--- src/rtl/tmds_pll_supervisor.sv ---
// Sequences PLL power-down/reset, lock qualification and ordered release of the
// serial and pixel clock-domain resets for a TMDS transmitter, with retry/fault handling.
module tmds_pll_supervisor #(
  parameter int PLL_RST_CYCLES      = 16,
  parameter int LOCK_TIMEOUT_CYCLES = 500000,
  parameter int LOCK_STABLE_CYCLES  = 1024,
  parameter int SER_TO_PIX_CYCLES   = 8,
  parameter int MAX_RETRIES         = 3
) (
  input  logic       clk,
  input  logic       rst,
  input  logic       enable,
  input  logic       pll_lock,
  output logic       pll_reset,
  output logic       pll_pwd,
  output logic       rst_serial,
  output logic       rst_pixel,
  output logic       ready,
  output logic       fault,
  output logic [3:0] retry_cnt,
  output logic [7:0] lost_lock_cnt
);

  localparam int TO_W  = $clog2(LOCK_TIMEOUT_CYCLES + 1);
  localparam int CNT_W = (TO_W > 20) ? TO_W : 20;

  localparam logic [CNT_W-1:0] RST_LAST = CNT_W'(PLL_RST_CYCLES - 1);
  localparam logic [CNT_W-1:0] TO_LAST  = CNT_W'(LOCK_TIMEOUT_CYCLES - 1);
  localparam logic [CNT_W-1:0] ST_LAST  = CNT_W'(LOCK_STABLE_CYCLES - 1);
  localparam logic [CNT_W-1:0] S2P_LAST = CNT_W'(SER_TO_PIX_CYCLES - 1);
  localparam logic [CNT_W-1:0] CNT_MAX  = {CNT_W{1'b1}};

  typedef enum logic [2:0] {
    S_OFF, S_PLL_RST, S_WAIT_LOCK, S_STABLE, S_SER_REL, S_RUN, S_FAULT
  } state_t;

  state_t           r_state, w_state_next;
  logic [CNT_W-1:0] r_cnt, w_cnt_next;
  logic             r_sync1, r_sync2;
  logic [3:0]       r_retry, w_retry_next, w_retry_inc;
  logic [7:0]       r_lost, w_lost_next;
  logic             w_pwd, w_reset, w_rs, w_rp, w_ready, w_fault;
  logic             w_lock_s;

  assign w_lock_s    = r_sync2;
  assign w_retry_inc = r_retry + 4'd1;

  always_comb begin
    w_state_next = r_state;
    w_retry_next = r_retry;
    w_lost_next  = r_lost;
    case (r_state)
      S_OFF: if (enable) begin
        w_state_next = S_PLL_RST;
        w_retry_next = 4'd0;
      end
      S_PLL_RST: if (r_cnt == RST_LAST) w_state_next = S_WAIT_LOCK;
      S_WAIT_LOCK: begin
        if (w_lock_s) begin
          w_state_next = S_STABLE;
        end else if (r_cnt == TO_LAST) begin
          w_retry_next = w_retry_inc;
          w_state_next = (w_retry_inc == 4'(MAX_RETRIES)) ? S_FAULT : S_PLL_RST;
        end
      end
      S_STABLE: begin
        if (!w_lock_s)              w_state_next = S_WAIT_LOCK;
        else if (r_cnt == ST_LAST)  w_state_next = S_SER_REL;
      end
      S_SER_REL: begin
        if (!w_lock_s)              w_state_next = S_PLL_RST;
        else if (r_cnt == S2P_LAST) w_state_next = S_RUN;
      end
      S_RUN: if (!w_lock_s) begin
        w_state_next = S_PLL_RST;
        w_retry_next = 4'd0;
        w_lost_next  = (r_lost == 8'hFF) ? r_lost : r_lost + 8'd1;
      end
      S_FAULT: w_state_next = S_FAULT;
      default: w_state_next = S_OFF;
    endcase
    // Shutdown wins over every other transition and leaves the counters alone.
    if (!enable) begin
      w_state_next = S_OFF;
      w_retry_next = r_retry;
      w_lost_next  = r_lost;
    end
  end

  always_comb begin
    if (w_state_next != r_state) w_cnt_next = '0;
    else if (r_cnt == CNT_MAX)   w_cnt_next = r_cnt;
    else                         w_cnt_next = r_cnt + 1'b1;
  end

  // Outputs decode the next state so they are valid in the cycle a state is entered.
  always_comb begin
    w_pwd   = 1'b1;
    w_reset = 1'b1;
    w_rs    = 1'b1;
    w_rp    = 1'b1;
    w_ready = 1'b0;
    w_fault = 1'b0;
    case (w_state_next)
      S_PLL_RST: w_pwd = 1'b0;
      S_WAIT_LOCK, S_STABLE: begin
        w_pwd   = 1'b0;
        w_reset = 1'b0;
      end
      S_SER_REL: begin
        w_pwd   = 1'b0;
        w_reset = 1'b0;
        w_rs    = 1'b0;
      end
      S_RUN: begin
        w_pwd   = 1'b0;
        w_reset = 1'b0;
        w_rs    = 1'b0;
        w_rp    = 1'b0;
        w_ready = 1'b1;
      end
      S_FAULT: w_fault = 1'b1;
      default: ;
    endcase
  end

  always_ff @(posedge clk) begin
    if (rst) begin
      r_state       <= S_OFF;
      r_cnt         <= '0;
      r_sync1       <= 1'b0;
      r_sync2       <= 1'b0;
      r_retry       <= 4'd0;
      r_lost        <= 8'd0;
      pll_pwd       <= 1'b1;
      pll_reset     <= 1'b1;
      rst_serial    <= 1'b1;
      rst_pixel     <= 1'b1;
      ready         <= 1'b0;
      fault         <= 1'b0;
    end else begin
      r_sync1       <= pll_lock;
      r_sync2       <= r_sync1;
      r_state       <= w_state_next;
      r_cnt         <= w_cnt_next;
      r_retry       <= w_retry_next;
      r_lost        <= w_lost_next;
      pll_pwd       <= w_pwd;
      pll_reset     <= w_reset;
      rst_serial    <= w_rs;
      rst_pixel     <= w_rp;
      ready         <= w_ready;
      fault         <= w_fault;
    end
  end

  assign retry_cnt     = r_retry;
  assign lost_lock_cnt = r_lost;

endmodule

--- config.mk ---
export PLATFORM = sky130hd
export DESIGN_NAME = tmds_pll_supervisor
export DESIGN_NICKNAME = d
export VERILOG_FILES = /design/src/rtl/tmds_pll_supervisor.sv
export SDC_FILE = /design/constraint.sdc
export NUM_CORES = 1
export LEC_CHECK = 0
export BUFFER_PORTS_ARGS = -buffer_cell sky130_fd_sc_hd__clkbuf_2
export CORE_MARGIN = 2
export CORE_UTILIZATION = 45
export CTS_CLUSTER_SIZE = 14
export DETAILED_ROUTE_END_ITERATION = 10
export GPL_TIMING_DRIVEN = 0
export PLACE_DENSITY_LB_ADDON = 0.05
export SYNTH_ARGS = -nofsm -noshare
export SYNTH_HDL_FRONTEND = slang
export SYNTH_SLANG_ARGS = --single-unit
--- constraint.sdc ---
create_clock -name clk -period 4.1 [get_ports clk]
set_input_delay 0 -clock clk [delete_from_list [all_inputs] [get_ports clk]]
set_output_delay 0 -clock clk [all_outputs]
set_load 0.02 [all_outputs]
== Word level (Yosys, flattened, before mapping) ==
Cells that the tools add are included.
Word-level totals
  register bits after elaboration: 43
  input bits: 4
  output and inout port bits: 18
  logic and storage cells: 69
Cells by class
  $add $sub $neg: 3
  equality and inequality tests: 23
  multiplexer cells: 21
  bitwise logic cells: 2
  reduce and logical (&&, ||, !) cells: 8
Operator list (number)
  3-bit 2-to-1 mux: 10
  3-bit one-hot mux with 7 select lines: 1
  20-bit by 1-bit adder with 20-bit output, second input constant: 1
  20-bit by 10-bit equality test with 1-bit output, second input constant: 1
  20-bit by 19-bit equality test with 1-bit output, second input constant: 1
  20-bit equality test, second input constant: 1
  20-bit by 3-bit equality test with 1-bit output, second input constant: 1
  20-bit by 4-bit equality test with 1-bit output, second input constant: 1
  3-bit equality test, second input constant: 6
  3-bit by 2-bit equality test with 1-bit output, second input constant: 4
  4-bit 2-to-1 mux: 3
  4-bit one-hot mux with 3 select lines: 1
  8-bit by 1-bit adder with 8-bit output, second input constant: 1
  8-bit equality test, second input constant: 1
  3-bit by 1-bit equality test with 1-bit output, second input constant: 2
  1-bit 2-to-1 mux: 6
  2-bit != test, second input constant: 3
  5-bit AND reduction: 1
  5-bit OR reduction: 1
  4-bit by 1-bit adder with 4-bit output, second input constant: 1
  4-bit by 2-bit equality test with 1-bit output, second input constant: 1
  4-bit AND reduction: 1
  2-bit OR reduction: 2
  4-bit OR reduction: 1
  4 further kinds: 5

== Logic depth before layout (Yosys ltp) ==
  depth after elaboration: 10
  depth in mapped cells: 9
  mapped depth without buffers: 8

== Worst setup path before layout ==
Ideal clock, no wire load.
  kind: flip-flop to flip-flop
  start point: register r_cnt[0]
  end point: register rst_pixel
  library setup time: 0.127 ns
  data arrival time: 2.075 ns
  data required time: 3.973 ns
  path slack: 1.898 ns
  stages on the path, launching flop included: 9
  buffers on the path: 1
  period minus slack after synthesis: 2.202 ns
  cells stage by stage: dfxtp_1 -> ha_1 -> and2_1 -> buf_2 -> nand4_2 -> or4_1 -> o21a_1 -> or2_4 -> or3b_1
On the way
  cells in the longest elaborated chain, start to end: 7
  elaborated cells on any way between the ends: 15
  those cells by class: eq/ne: 5; mux: 10
RTL lines
  from (decl): line 38  | logic [CNT_W-1:0] r_cnt, w_cnt_next;
  from (signal assigned): line 145  | r_cnt <= w_cnt_next;
  20-bit by 3-bit equality test with 1-bit output (tied with other cells): line 72  | else if (r_cnt == S2P_LAST) w_state_next = S_RUN;
  3-bit 2-to-1 mux, on equally long branches: line 72, 61, 68
  3-bit 2-to-1 mux, on equally long branches: line 71, 59, 67
  3-bit one-hot mux with 7 select lines (*): line 52  | case (r_state)
  3-bit 2-to-1 mux (*): line 83  | if (!enable) begin
  3-bit equality test (*): line 104  | case (w_state_next)
  1-bit 2-to-1 mux (*): line 104
  to (signal assigned): line 151  | rst_pixel <= w_rp;
  to (decl): line 17  | output logic rst_pixel,
Mark *: on every way between the ends. The rest lies on a longest branch, timed or not.
A chain may end at the register's enable or synchronous reset.

== Worst setup path in the final report ==
  start point: register r_cnt[0]
  end point: register r_cnt[1]
On the way
  cells in the longest elaborated chain, start to end: 7
  elaborated cells on any way between the ends: 17
  those cells by class: add/sub: 1; eq/ne: 6; mux: 9; reduce/logical: 1
RTL lines
  20-bit by 3-bit equality test with 1-bit output (tied with other cells): line 72
  3-bit 2-to-1 mux, on equally long branches: line 72, 61, 68
  3-bit 2-to-1 mux, on equally long branches: line 71, 59, 67
  3-bit one-hot mux with 7 select lines: line 52
  3-bit 2-to-1 mux: line 83
  3-bit != test: line 91  | if (w_state_next != r_state) w_cnt_next = '0;
  2-bit OR reduction (no source line)
Several ways; a longest one is shown, not always the timed one.

==> metrics.md <==
| Metric | Value |
|---|---|
| Status | complete, no violations |
| Ant diodes | 0 |
| R2R Setup Slk | 1.64 ns |
| Initial DRT Pass Iterations | 4 |
| Pre-CTS WS | 1.66 ns |
| Global route total overflow | 0 |
| RSZ-0062 raised after global routing | no |
| Clk root buf | clkbuf_8 |
| CP startpoint | r_cnt[0]$_SDFFE_PP0P_ |
| Yosys top cell area share | approximately two fifths |
| Flops & latches, synth | 43 |
| CP Class | flop to flop |
| R2R Path Start | r_cnt[0]$_SDFFE_PP0P_ |
| Asr flop ratio synth | 0% |
| Setup Viol. Count Final | 0 |
| Synth top area cells | dfxtp_1, nor2_1, nor3_1 |
| CTS tree | done |
| Internal power | 0.628 mW |
| Core region area | roughly 4800 um^2 |
| GPL Wtd Cong | 0.893 |
| Initial core utilization | 47.3% |
| Post-DP HPWL | 3490 um |
| IO Pins | 22 |
| Sw Share | 20.5% |
| Fin. Hold Viols | 0 |
| Crit share post-route | about three fifths |
| Clock power frac | 43.0% |
| Synth cell types | 51 |
| Number of post-CTS setup repair buffers | 0 |
| HP Class | primary input to flop |
| Row count | 25 |
| Clock latency on the worst-skew pair | between 0.2 and 0.3 ns |
| Largest net degree at the start of global routing | 14 |
| Clock Path Buffers | 2 |
| Net Sw Power | 0.162 mW |
| Syn. warnings | 0 |
| Total track usage | 18.9% |
| Die height | between 70 and 80 um |
| Vias | 1976 |
| F_max | 406 MHz |
| CP Data Required Time | 4.26 ns |
| TNS Setup | 0 ns |
| Detailed-route vias per instance | between 5 and 6 |
| Commonest non-fill, non-tap cell in the layout | dfxtp_1 |
| Combinational power share | 3.5% |
| Worst setup EP type | flop |
| Syn avg cell area | 8.29 um^2 |
| Pleak | 0.907 nW |
| IO buf count | 20 |
| Area Growth Syn to Fin | 14.8% |
| Nets | 309 |
| DIE WIDTH | 74.7 um |
| Number of global-route vias before repair | roughly 1800 |
| Final antenna-violating net count | 0 |
| Clock skew | 0.00762 ns |
| Maximum Capacitance Violations | 0 |
| RR Endpoint | r_cnt[1]$_SDFFE_PP0P_ |
| WL final | 4840 um |
| Synthesized instance count | 271 |
| H-tree depth | 2 |
| Seq/Total Area, Yosys | 38.3% |
| Post-Synthesis Cell Area | 2250 um^2 |
| Number of flops mapped to enable cells by yosys | 0 |
| First-pass GRT wire length | 8270 um |
| Pwr/cell area | 306 nW/um^2 |
| Worst relative slew slack | 60.5% |
| # DRC | 0 |
| Final WS setup | 1.64 ns |
| Die area | 5570 um^2 |
| Share of layout cells above drive strength 1 | 13.2% |
| CP endpoint | r_cnt[1]$_SDFFE_PP0P_ |
| Peak VDD IR | ~0.00016 V |
| Startpoint Class | flop |
| Ys flop type | dfxtp_1 |
| Post-DR wirelength/cell | between 10 and 15 um |
| Top cell type by total area after synthesis | dfxtp_1 |
| Fill cell total of the finished layout | 482 |
| CTS Buf Count | 5 |
| Initial antenna violation count | 0 |
| Most frequent cells in the layout | dfxtp_1, nor2_1, nand2_1, nor3_1, clkbuf_2 |
| CP Max Fanout | 10 |
| Reg power frac | a little over half |
| Worst hold stages | 3 |
| Slew Limit Fails | 0 |
| Num Clock Sinks | 43 |
| Min Tclk post-route | 2.46 ns |
| Clock transition at path regs | 0.08 ns |
| Worst-Margin Slew | 0.587 ns |
| WP data arrival | 2.62 ns |
| DR iter-0 viols | 101 |
| Post-Syn Nets | 279 |
| # resized after CTS | 0 |
| Worst R2R Path Depth | 9 |
==> cells in the mapped netlist, drive strengths merged, types with 4 or more instances <==
cell,n
nor2,29
nand3,13
and3,5
and2,4
xor2,6
mux2i,5
ha,4
nand4,7
a21oi,15
nor4,8
and4,7
nand3b,4
clkbuf,7
xnor2,11
o21ai,13
nor3,21
dfxtp,43
nand2,21
or3,4
inv,6
==> layer usage <==
| layer | track usage (%) | vias up | wire length (um) |
|---|---|---|---|
| met3 | 4.02 | 4 | 136 |
| met4 | 5.36 | 0 | 44 |
| met1 | 26.8 | 906 | 2500 |
| li1 | - | 1037 | - |
| met5 | 0 | - | 0 |
| met2 | 29.0 | 29 | 2160 |
==> worst max-delay path: stages (launching register included) <==
cell and delay [ns]:
dfxtp_1 0.38, ha_1 0.18, and2_1 0.11, buf_2 0.20, nand4_1 0.30, o21ai_0 0.34, a211oi_1 0.11, o21ai_1 0.15
clkbuf_1 0.45, nor3_1 0.12
==> per-stage QoR <==
stage               util (%)  area [um^2]  power [mW]  instances  hold slack [ns]
global route            54.2         2580       0.827        369            0.203
CTS                     54.2         2580       0.801        369            0.159
global placement        51.1         2430       0.457        358            0.219
finish                  54.2         2580       0.790        369            0.155
floorplan                  -         2250       0.449        271           0.0691
detailed placement      51.1         2430       0.458        358            0.251
==> layout make-up <==
type	count	area (um^2)	share of cell area [%]
timing repair buffer	23	130	5.05
sequential	43	861	33.4
inverter	6	22.5	0.873
buffer	10	41.3	1.60
clock buffer	6	82.6	3.20
clock inverter	2	35.0	1.36
multi-input combinational	212	1320	51.3
tap	67	83.8	3.25
==> power by group through the flow <==
stage	Clock [mW]	Sequential [mW]	Combinational [mW]
after global routing	0.372	0.423	0.0312
final	0.340	0.422	0.0276
after global placement	0	0.432	0.0248
after floorplan	0	0.432	0.0169
after detailed placement	0	0.432	0.0256
after CTS	0.351	0.422	0.0279
==> kinds of logic (layout without fill, tap and decap cells) <==
family                   Yosys count  after routing  synth area share [%]
AND/OR/NAND/NOR                  142            142                  35.8
multiplexers                       6              6                  2.73
adder cells (fa/ha/maj)            4              4                  2.23
AO/OA/AOI/OAI                     43             43                  11.5
buffers and inverters             16             47                  2.84
XOR/XNOR                          17             17                  6.63
flip-flops                        43             43                  38.3
==> worst min path at each step <==
stage	startpoint	slack [ns]	endpoint
after floorplan	rst	0.07	lost_lock_cnt[7]$_SDFFE_PP0P_
after global placement	pll_lock	0.22	r_sync1$_SDFF_PP0_
after detailed placement	pll_lock	0.25	r_sync1$_SDFF_PP0_
after CTS	enable	0.16	retry_cnt[0]$_SDFFE_PP0P_
after global routing	enable	0.20	retry_cnt[0]$_SDFFE_PP0P_
final	enable	0.16	retry_cnt[0]$_SDFFE_PP0P_
==> timing repair <==
action | in CTS | in global routing
endpoints found under the setup margin | 0 | 0
hold buffers | 3 | 0
endpoints found under the hold margin | 4 | 0
==> sequential cells by signal (all words and copies together), names as in the netlist <==
register	count
r_cnt	20
lost_lock_cnt	8
retry_cnt	4
r_state	3
fault	1
pll_pwd	1
pll_reset	1
r_sync1	1
r_sync2	1
ready	1
rst_pixel	1
rst_serial	1
No activity file was read; power rests on OpenSTA's default activity.
